`src/rtl/cnn_scan_ctrl.sv`:
```
// Frame-scan controller for the CNN input path: sync phases, padded raster of
// (row, col, channel) beats, strided KxK window flag, stall, continuous and abort.
module cnn_scan_ctrl #(
  parameter int W_SIZE       = 12,
  parameter int W_DELAY      = 12,
  parameter int W_CH         = 4,
  parameter int W_FRAME_SIZE = 2*W_SIZE+W_CH,
  parameter int K_SIZE       = 3
) (
  input  logic                    clk,
  input  logic                    rstn,
  input  logic [W_SIZE-1:0]       q_width,
  input  logic [W_SIZE-1:0]       q_height,
  input  logic [1:0]              q_pad,
  input  logic [W_CH-1:0]         q_num_ch,
  input  logic [1:0]              q_stride,
  input  logic [W_DELAY-1:0]      q_vsync_delay,
  input  logic [W_DELAY-1:0]      q_hsync_delay,
  input  logic                    q_continuous,
  input  logic                    q_start,
  input  logic                    q_stop,
  input  logic                    i_stall,
  output logic                    o_ctrl_vsync_run,
  output logic                    o_ctrl_hsync_run,
  output logic                    o_ctrl_data_run,
  output logic [W_DELAY-1:0]      o_ctrl_vsync_cnt,
  output logic [W_DELAY-1:0]      o_ctrl_hsync_cnt,
  output logic                    o_data_valid,
  output logic [W_SIZE-1:0]       o_row,
  output logic [W_SIZE-1:0]       o_col,
  output logic [W_CH-1:0]         o_ch,
  output logic                    o_pad,
  output logic                    o_win_valid,
  output logic [W_FRAME_SIZE-1:0] o_data_count,
  output logic                    o_end_frame,
  output logic                    o_done,
  output logic                    o_busy,
  output logic [15:0]             o_frame_cnt,
  output logic                    o_cfg_err
);

  // state  | meaning
  // IDLE   | waiting for an accepted start
  // VSYNC  | frame sync phase, vsync_cnt counts up to vd
  // HSYNC  | line sync phase before every line, hsync_cnt counts up to hd
  // DATA   | issuing (row, col, ch) beats of one padded line
  localparam logic [1:0] S_IDLE  = 2'd0;
  localparam logic [1:0] S_VSYNC = 2'd1;
  localparam logic [1:0] S_HSYNC = 2'd2;
  localparam logic [1:0] S_DATA  = 2'd3;

  localparam int W_P = W_SIZE + 1;
  localparam logic [W_SIZE-1:0] K_M1 = W_SIZE'(K_SIZE - 1);

  logic [1:0]              state;
  logic [W_DELAY-1:0]      vsync_cnt, hsync_cnt;
  logic [W_SIZE-1:0]       row, col;
  logic [W_CH-1:0]         ch;
  logic [W_FRAME_SIZE-1:0] data_count;
  logic [1:0]              row_ph, col_ph;
  logic                    done, cfg_err;
  logic [15:0]             frame_cnt;

  logic [W_P-1:0]          pw, ph;
  logic [1:0]              pad_s, stride_m1;
  logic [W_CH-1:0]         num_ch;
  logic [W_DELAY-1:0]      vd, hd;

  logic cfg_ok, data_run, beat, last_ch, last_col, last_row, end_frame, load;
  logic [W_P-1:0] row_x, col_x, pad_x;
  logic [1:0] row_ph_nxt, col_ph_nxt;

  assign cfg_ok    = (q_width != '0) && (q_height != '0) && (q_num_ch != '0);
  assign data_run  = (state == S_DATA);
  assign beat      = data_run && !i_stall;
  assign last_ch   = (ch == num_ch - W_CH'(1));
  assign row_x     = {1'b0, row};
  assign col_x     = {1'b0, col};
  assign pad_x     = W_P'(pad_s);
  assign last_col  = (col_x == pw - W_P'(1));
  assign last_row  = (row_x == ph - W_P'(1));
  assign end_frame = beat && last_ch && last_col && last_row && !q_stop;
  assign load      = (state == S_IDLE && q_start && cfg_ok) ||
                     (end_frame && q_continuous && cfg_ok);

  // Phases track (pos-(K-1)) mod stride; they sit at 0 until the first full window.
  assign col_ph_nxt = (col < K_M1) ? 2'd0 : (col_ph == stride_m1) ? 2'd0 : col_ph + 2'd1;
  assign row_ph_nxt = (row < K_M1) ? 2'd0 : (row_ph == stride_m1) ? 2'd0 : row_ph + 2'd1;

  always_ff @(posedge clk or negedge rstn) begin
    if (!rstn) begin
      pw        <= '0;
      ph        <= '0;
      pad_s     <= '0;
      stride_m1 <= '0;
      num_ch    <= '0;
      vd        <= '0;
      hd        <= '0;
    end else if (load) begin
      pw        <= W_P'(q_width) + W_P'({q_pad, 1'b0});
      ph        <= W_P'(q_height) + W_P'({q_pad, 1'b0});
      pad_s     <= q_pad;
      stride_m1 <= q_stride;
      num_ch    <= q_num_ch;
      vd        <= q_vsync_delay;
      hd        <= q_hsync_delay;
    end
  end

  always_ff @(posedge clk or negedge rstn) begin
    if (!rstn) begin
      state      <= S_IDLE;
      vsync_cnt  <= '0;
      hsync_cnt  <= '0;
      row        <= '0;
      col        <= '0;
      ch         <= '0;
      data_count <= '0;
      row_ph     <= '0;
      col_ph     <= '0;
      done       <= 1'b0;
      cfg_err    <= 1'b0;
      frame_cnt  <= '0;
    end else begin
      done    <= 1'b0;
      cfg_err <= 1'b0;
      if (state != S_IDLE && q_stop) begin
        state      <= S_IDLE;
        vsync_cnt  <= '0;
        hsync_cnt  <= '0;
        row        <= '0;
        col        <= '0;
        ch         <= '0;
        data_count <= '0;
        row_ph     <= '0;
        col_ph     <= '0;
      end else begin
        case (state)
          S_IDLE: begin
            if (q_start) begin
              if (cfg_ok) state <= S_VSYNC;
              else        cfg_err <= 1'b1;
            end
          end
          S_VSYNC: begin
            if (vsync_cnt == vd) begin
              vsync_cnt <= '0;
              state     <= S_HSYNC;
            end else begin
              vsync_cnt <= vsync_cnt + W_DELAY'(1);
            end
          end
          S_HSYNC: begin
            if (hsync_cnt == hd) begin
              hsync_cnt <= '0;
              state     <= S_DATA;
            end else begin
              hsync_cnt <= hsync_cnt + W_DELAY'(1);
            end
          end
          S_DATA: begin
            if (beat) begin
              data_count <= data_count + W_FRAME_SIZE'(1);
              if (!last_ch) begin
                ch <= ch + W_CH'(1);
              end else begin
                ch <= '0;
                if (!last_col) begin
                  col    <= col + W_SIZE'(1);
                  col_ph <= col_ph_nxt;
                end else begin
                  col    <= '0;
                  col_ph <= '0;
                  if (!last_row) begin
                    row    <= row + W_SIZE'(1);
                    row_ph <= row_ph_nxt;
                    state  <= S_HSYNC;
                  end else begin
                    row        <= '0;
                    row_ph     <= '0;
                    data_count <= '0;
                    done       <= 1'b1;
                    frame_cnt  <= frame_cnt + 16'd1;
                    // A continuous restart with bad live config falls back to IDLE.
                    if (q_continuous && cfg_ok) begin
                      state <= S_VSYNC;
                    end else begin
                      state   <= S_IDLE;
                      cfg_err <= q_continuous;
                    end
                  end
                end
              end
            end
          end
          default: state <= S_IDLE;
        endcase
      end
    end
  end

  assign o_ctrl_vsync_run = (state == S_VSYNC);
  assign o_ctrl_hsync_run = (state == S_HSYNC);
  assign o_ctrl_data_run  = data_run;
  assign o_ctrl_vsync_cnt = vsync_cnt;
  assign o_ctrl_hsync_cnt = hsync_cnt;
  assign o_data_valid     = beat;
  assign o_row            = row;
  assign o_col            = col;
  assign o_ch             = ch;
  assign o_pad            = data_run && ((row_x < pad_x) || (row_x >= ph - pad_x) ||
                                         (col_x < pad_x) || (col_x >= pw - pad_x));
  assign o_win_valid      = data_run && (row >= K_M1) && (col >= K_M1) &&
                            (row_ph == 2'd0) && (col_ph == 2'd0);
  assign o_data_count     = data_count;
  assign o_end_frame      = end_frame;
  assign o_done           = done;
  assign o_busy           = (state != S_IDLE);
  assign o_frame_cnt      = frame_cnt;
  assign o_cfg_err        = cfg_err;

endmodule

```
`config.mk`:
```
export PLATFORM = sky130hd
export DESIGN_NAME = cnn_scan_ctrl
export DESIGN_NICKNAME = d
export VERILOG_FILES = /design/src/rtl/cnn_scan_ctrl.sv
export SDC_FILE = /design/constraint.sdc
export NUM_CORES = 1
export LEC_CHECK = 0
export CORE_MARGIN = 2
export CORE_UTILIZATION = 51
export DETAILED_ROUTE_END_ITERATION = 10
export PLACE_DENSITY = 0.77
export RECOVER_POWER = 100
export SETUP_SLACK_MARGIN = 0.2
export SLEW_MARGIN = 20
export SYNTH_ARGS = -nofsm -noshare
export SYNTH_HDL_FRONTEND = slang
export SYNTH_SLANG_ARGS = --single-unit
```
`constraint.sdc`:
```
create_clock -name clk -period 6.7 [get_ports clk]
set_input_delay 0.67 -clock clk [delete_from_list [all_inputs] [get_ports clk]]
set_output_delay 0.67 -clock clk [all_outputs]
set_load 0.02 [all_outputs]
```
==> results.py <==
metrics = {
    "placement": {
        "io_buffers": 167,
        "dpl.cell_count": 1512,
        "hpwl_um": 19920,
        "finalWeightedCongestion": 0.8940,
    },
    "final_layout": {
        "n_antenna_cell": 0,
        "layoutNonFillerInstCount": 1544,
        "regArea_mm2": 0.004054,
        "drive_gt1_share_pct": 6.829,
        "multiInputGateArea_mm2": 0.006048,
        "area_delta_synth_final_pct": 22.47,
        "fill_cells": 1707,
        "fin_nets": 1379,
    },
    "route": {
        "drc": 0,
        "routed_via_density": 5.788,
        "wl_per_cell_um": 17.57,
        "drtIter0Drc": 647,
        "wl_um": 27130,
        "dr.pass1.iters": 7,
        "vias": 8936,
        "postRouteAntennaNets": 0,
    },
    "global_route": {
        "grtUsageTotal_pct": 25.42,
        "grt_pass1_vias": 8600,
        "grt_antenna_before_repair": 0,
        "grt_max_degree": 86,
        "grt_first_pass_wirelength_um": 44510,
        "grt-ovfl-total": 0,
    },
    "run": {
        "cap_violations": 2,
    },
    "worst_setup_path": {
        "crit_path_top_delay_cell": "o21ai_1",
        "path_cells": "nor4_1 -> nand4_1 -> xor2_1 -> o21a_1 -> and4bb_1 -> and4bb_1 -> o21ai_1 -> clkbuf_2 -> mux2_2",
        "reg2reg_to": "ph[11]$_DFFE_PN0P_",
        "critPathKind": "flop to flop",
        "endpoint_kind": "flop",
        "crit_arrival_ns": 6.05,
        "critPathLaunch": "ph[4]$_DFFE_PN0P_",
        "worstSetupStartpointType": "flop",
        "path_max_fanout": 35,
        "reg2reg_slack_ns": 0.96,
        "cp_slowest_stage_delay_ns": 1.67,
        "critPathCapture": "ph[11]$_DFFE_PN0P_",
        "reg2reg_depth": 9,
        "regToRegStartpoint": "ph[4]$_DFFE_PN0P_",
        "path_common_cell": "and4bb_1",
        "required_ns": 7.01,
    },
    "power_and_ir_drop": {
        "power_density_mw_per_mm2": 328.4,
        "p_leak_uw": 0.005878,
        "clock_power_share_pct": 22.6,
        "seq_power_share_pct": 36.5,
        "swShare_pct": 40.74,
        "power_frac_comb_pct": 40.9,
        "peakVddDrop_mv": 0.1941,
        "switchingPower_uw": 1724,
        "internal_power_uw": 2508,
    },
    "logic_synthesis": {
        "synth_edf_count": 0,
        "synth_cells": 1109,
        "synth.distinct_cells": 69,
        "synth_ff_type": "dfrtp_1",
        "syn_nets": 1227,
        "synth_warnings": 0,
        "postSynthAreaPerCell_um2": 9.489,
        "synth-seq-area-share_pct": 38.52,
        "syn_area_mm2": 0.01052,
        "ys_ff_latch": 162,
        "async_flop_share_pct": 100.0,
    },
    "timing": {
        "fin_crit_sh_pct": 85.62,
        "relSlewSlack_pct": -212.9,
        "worst_slew_pin_slew_ns": 4.693,
        "fin_tns_setup_ns": 0,
        "max_freq_mhz": 174.3,
        "setup_violations": 0,
        "slew_violations": 111,
        "min_period_ns": 5.737,
        "finalHoldViolCount": 0,
        "skew_ns": 0.01385,
        "rsz0062_at_grt": "false",
    },
    "clocking": {
        "ctsLongestPathBuffers": 2,
        "cts.reportedPaths.clkPinSlew_ns": 0.07,
        "cts-resized-gates": 0,
        "insertion_delay_ns": 0.44,
        "cts_num_sinks": 162,
        "postCtsHoldBufs": 0,
        "cts_tree": "built",
        "cts_setup_buffers": 0,
        "root_buffer": "clkbuf_16",
        "cts_buffers": 17,
        "h-tree-depth": 4,
    },
    "floorplanning": {
        "io_pins": 168,
        "placementRows": 52,
        "dieArea_mm2": 0.02180,
        "start_util_pct": 52.01,
        "die_x_um": 147.7,
        "core_mm2": 0.02023,
        "die_h_um": 147.7,
    },
    "hold_path": {
        "hold_class": "flop to flop",
    },
    "outcome": {
        "violations": "capacitance limit, slew limit",
        "status": "complete, but fails checks",
    },
}
metal layers:
layer / global-route usage [%] / routed length, um
met5: 0 / 0
met3: 6.481 / 1627
met1: 34.67 / 12250
met4: 7.596 / 599
met2: 40.16 / 12660
synth_stat cells (all sizes together), types with 10 or more instances:
master | instances | area, um2
dfrtp | 162 | 4054
nand2 | 92 | 345.3
nor2 | 72 | 270.3
xnor2 | 71 | 621.9
o21ai | 62 | 314.1
xor2 | 61 | 534.3
mux2 | 56 | 690.7
ha | 52 | 650.6
nand3 | 48 | 240.2
inv | 47 | 176.4
and3 | 34 | 212.7
clkbuf | 32 | 120.1
nand4 | 32 | 200.2
a21oi | 26 | 130.1
nor3 | 25 | 125.1
nor4 | 23 | 143.9
a21o | 22 | 165.2
or3 | 21 | 131.4
and2 | 12 | 75.08
o31ai | 12 | 90.09
nor2b | 11 | 68.82
o311ai | 11 | 96.34
or4 | 10 | 75.07
power by group through the flow:
stage / Sequential, uW / Combinational, uW / Clock (uW)
6_report: 1540 / 1730 / 956
3_3_place_gp: 1550 / 1740 / 0
2_1_floorplan: 1440 / 1390 / 0
4_1_cts: 1540 / 1800 / 975
3_5_place_dp: 1560 / 1780 / 0
5_1_grt: 1590 / 1940 / 1020
sequential cells by signal, indices dropped and copies added, names as in the netlist, 12 cells and up:
register,cells
hd,12
o_col,12
o_ctrl_hsync_cnt,12
o_ctrl_vsync_cnt,12
o_data_count,28
o_frame_cnt,16
o_row,12
ph,13
pw,13
vd,12
how the worst min path moves through the flow:
stage / from / to / cells past startpoint
after floorplan: rstn / col_ph[0]$_DFFE_PN0P_ / 0
after global placement: o_frame_cnt[15]$_DFFE_PN0P_ / o_frame_cnt[15]$_DFFE_PN0P_ / 1
after detailed placement: o_frame_cnt[15]$_DFFE_PN0P_ / o_frame_cnt[15]$_DFFE_PN0P_ / 1
after CTS: rstn / pw[8]$_DFFE_PN0P_ / 1
after global routing: o_frame_cnt[15]$_DFFE_PN0P_ / o_frame_cnt[15]$_DFFE_PN0P_ / 1
final: o_frame_cnt[15]$_DFFE_PN0P_ / o_frame_cnt[15]$_DFFE_PN0P_ / 1
final cells by class:
type / instances / area share (%)
multi-input combinational: 860 / 46.93
clock inverter: 14 / 1.107
timing repair buffer: 172 / 13.16
inverter: 48 / 1.398
sequential: 162 / 31.45
clock buffer: 18 / 3.330
tap: 270 / 2.621
stage by stage:
| step | utilization, % | power, uW | hold slack, ns | area (um2) | worst slack [ns] |
|---|---|---|---|---|---|
| 6_report | 63.70 | 4233 | 0.4874 | 12890 | 0.9632 |
| 5_1_grt | 63.70 | 4547 | 0.5066 | 12890 | 0.6134 |
| 4_1_cts | 64.14 | 4318 | 0.3270 | 12980 | 1.458 |
| 3_5_place_dp | 61.31 | 3342 | 0.4786 | 12410 | 1.977 |
| 3_3_place_gp | 61.31 | 3289 | 0.4811 | 12410 | 2.086 |
| 2_1_floorplan | - | 2822 | 0.3744 | 10520 | 2.733 |
worst max-delay path: cells and delay by family, from the launching register on:
| kind | cells | cell delay [ns] |
|---|---|---|
| XOR/XNOR | 1 | 0.23 |
| AO/OA/AOI/OAI | 2 | 1.78 |
| buffers and inverters | 1 | 1.01 |
| multiplexers | 1 | 0.42 |
| flip-flops | 1 | 0.50 |
| AND/OR/NAND/NOR | 4 | 1.65 |
cells by family (layout without fill, tap and decap cells):
kind of cell	after synthesis	after routing	synth area share (%)
adders and majority gates	56	56	6.943
xor gates and xnor gates	133	133	11.20
DFF	162	162	38.52
buffers and inverters	87	252	3.365
AOI/OAI and AO/OA	188	188	11.84
and+or+nand+nor	423	423	21.19
muxes	60	60	6.943
cells in the final DEF (no fill, tap or decap), types with 12 or more instances in the layout:
cell	netlist	layout
xnor2_1	71	71
xor2_1	61	61
o21ai_0	60	60
ha_1	52	52
dfrtp_1	162	162
clkbuf_16	0	17
nor3_1	25	25
dlygate4sd3_1	0	106
inv_1	47	47
or3_1	21	21
nor4_1	23	23
mux2_2	40	46
o31ai_1	12	12
clkdlybuf4s50_1	0	60
nand3_1	48	48
a21o_1	22	22
nand4_1	32	32
nand2_1	92	92
and3_1	34	34
nor2_1	72	72
a21oi_1	26	26
Power figures use the tool's default switching activity.
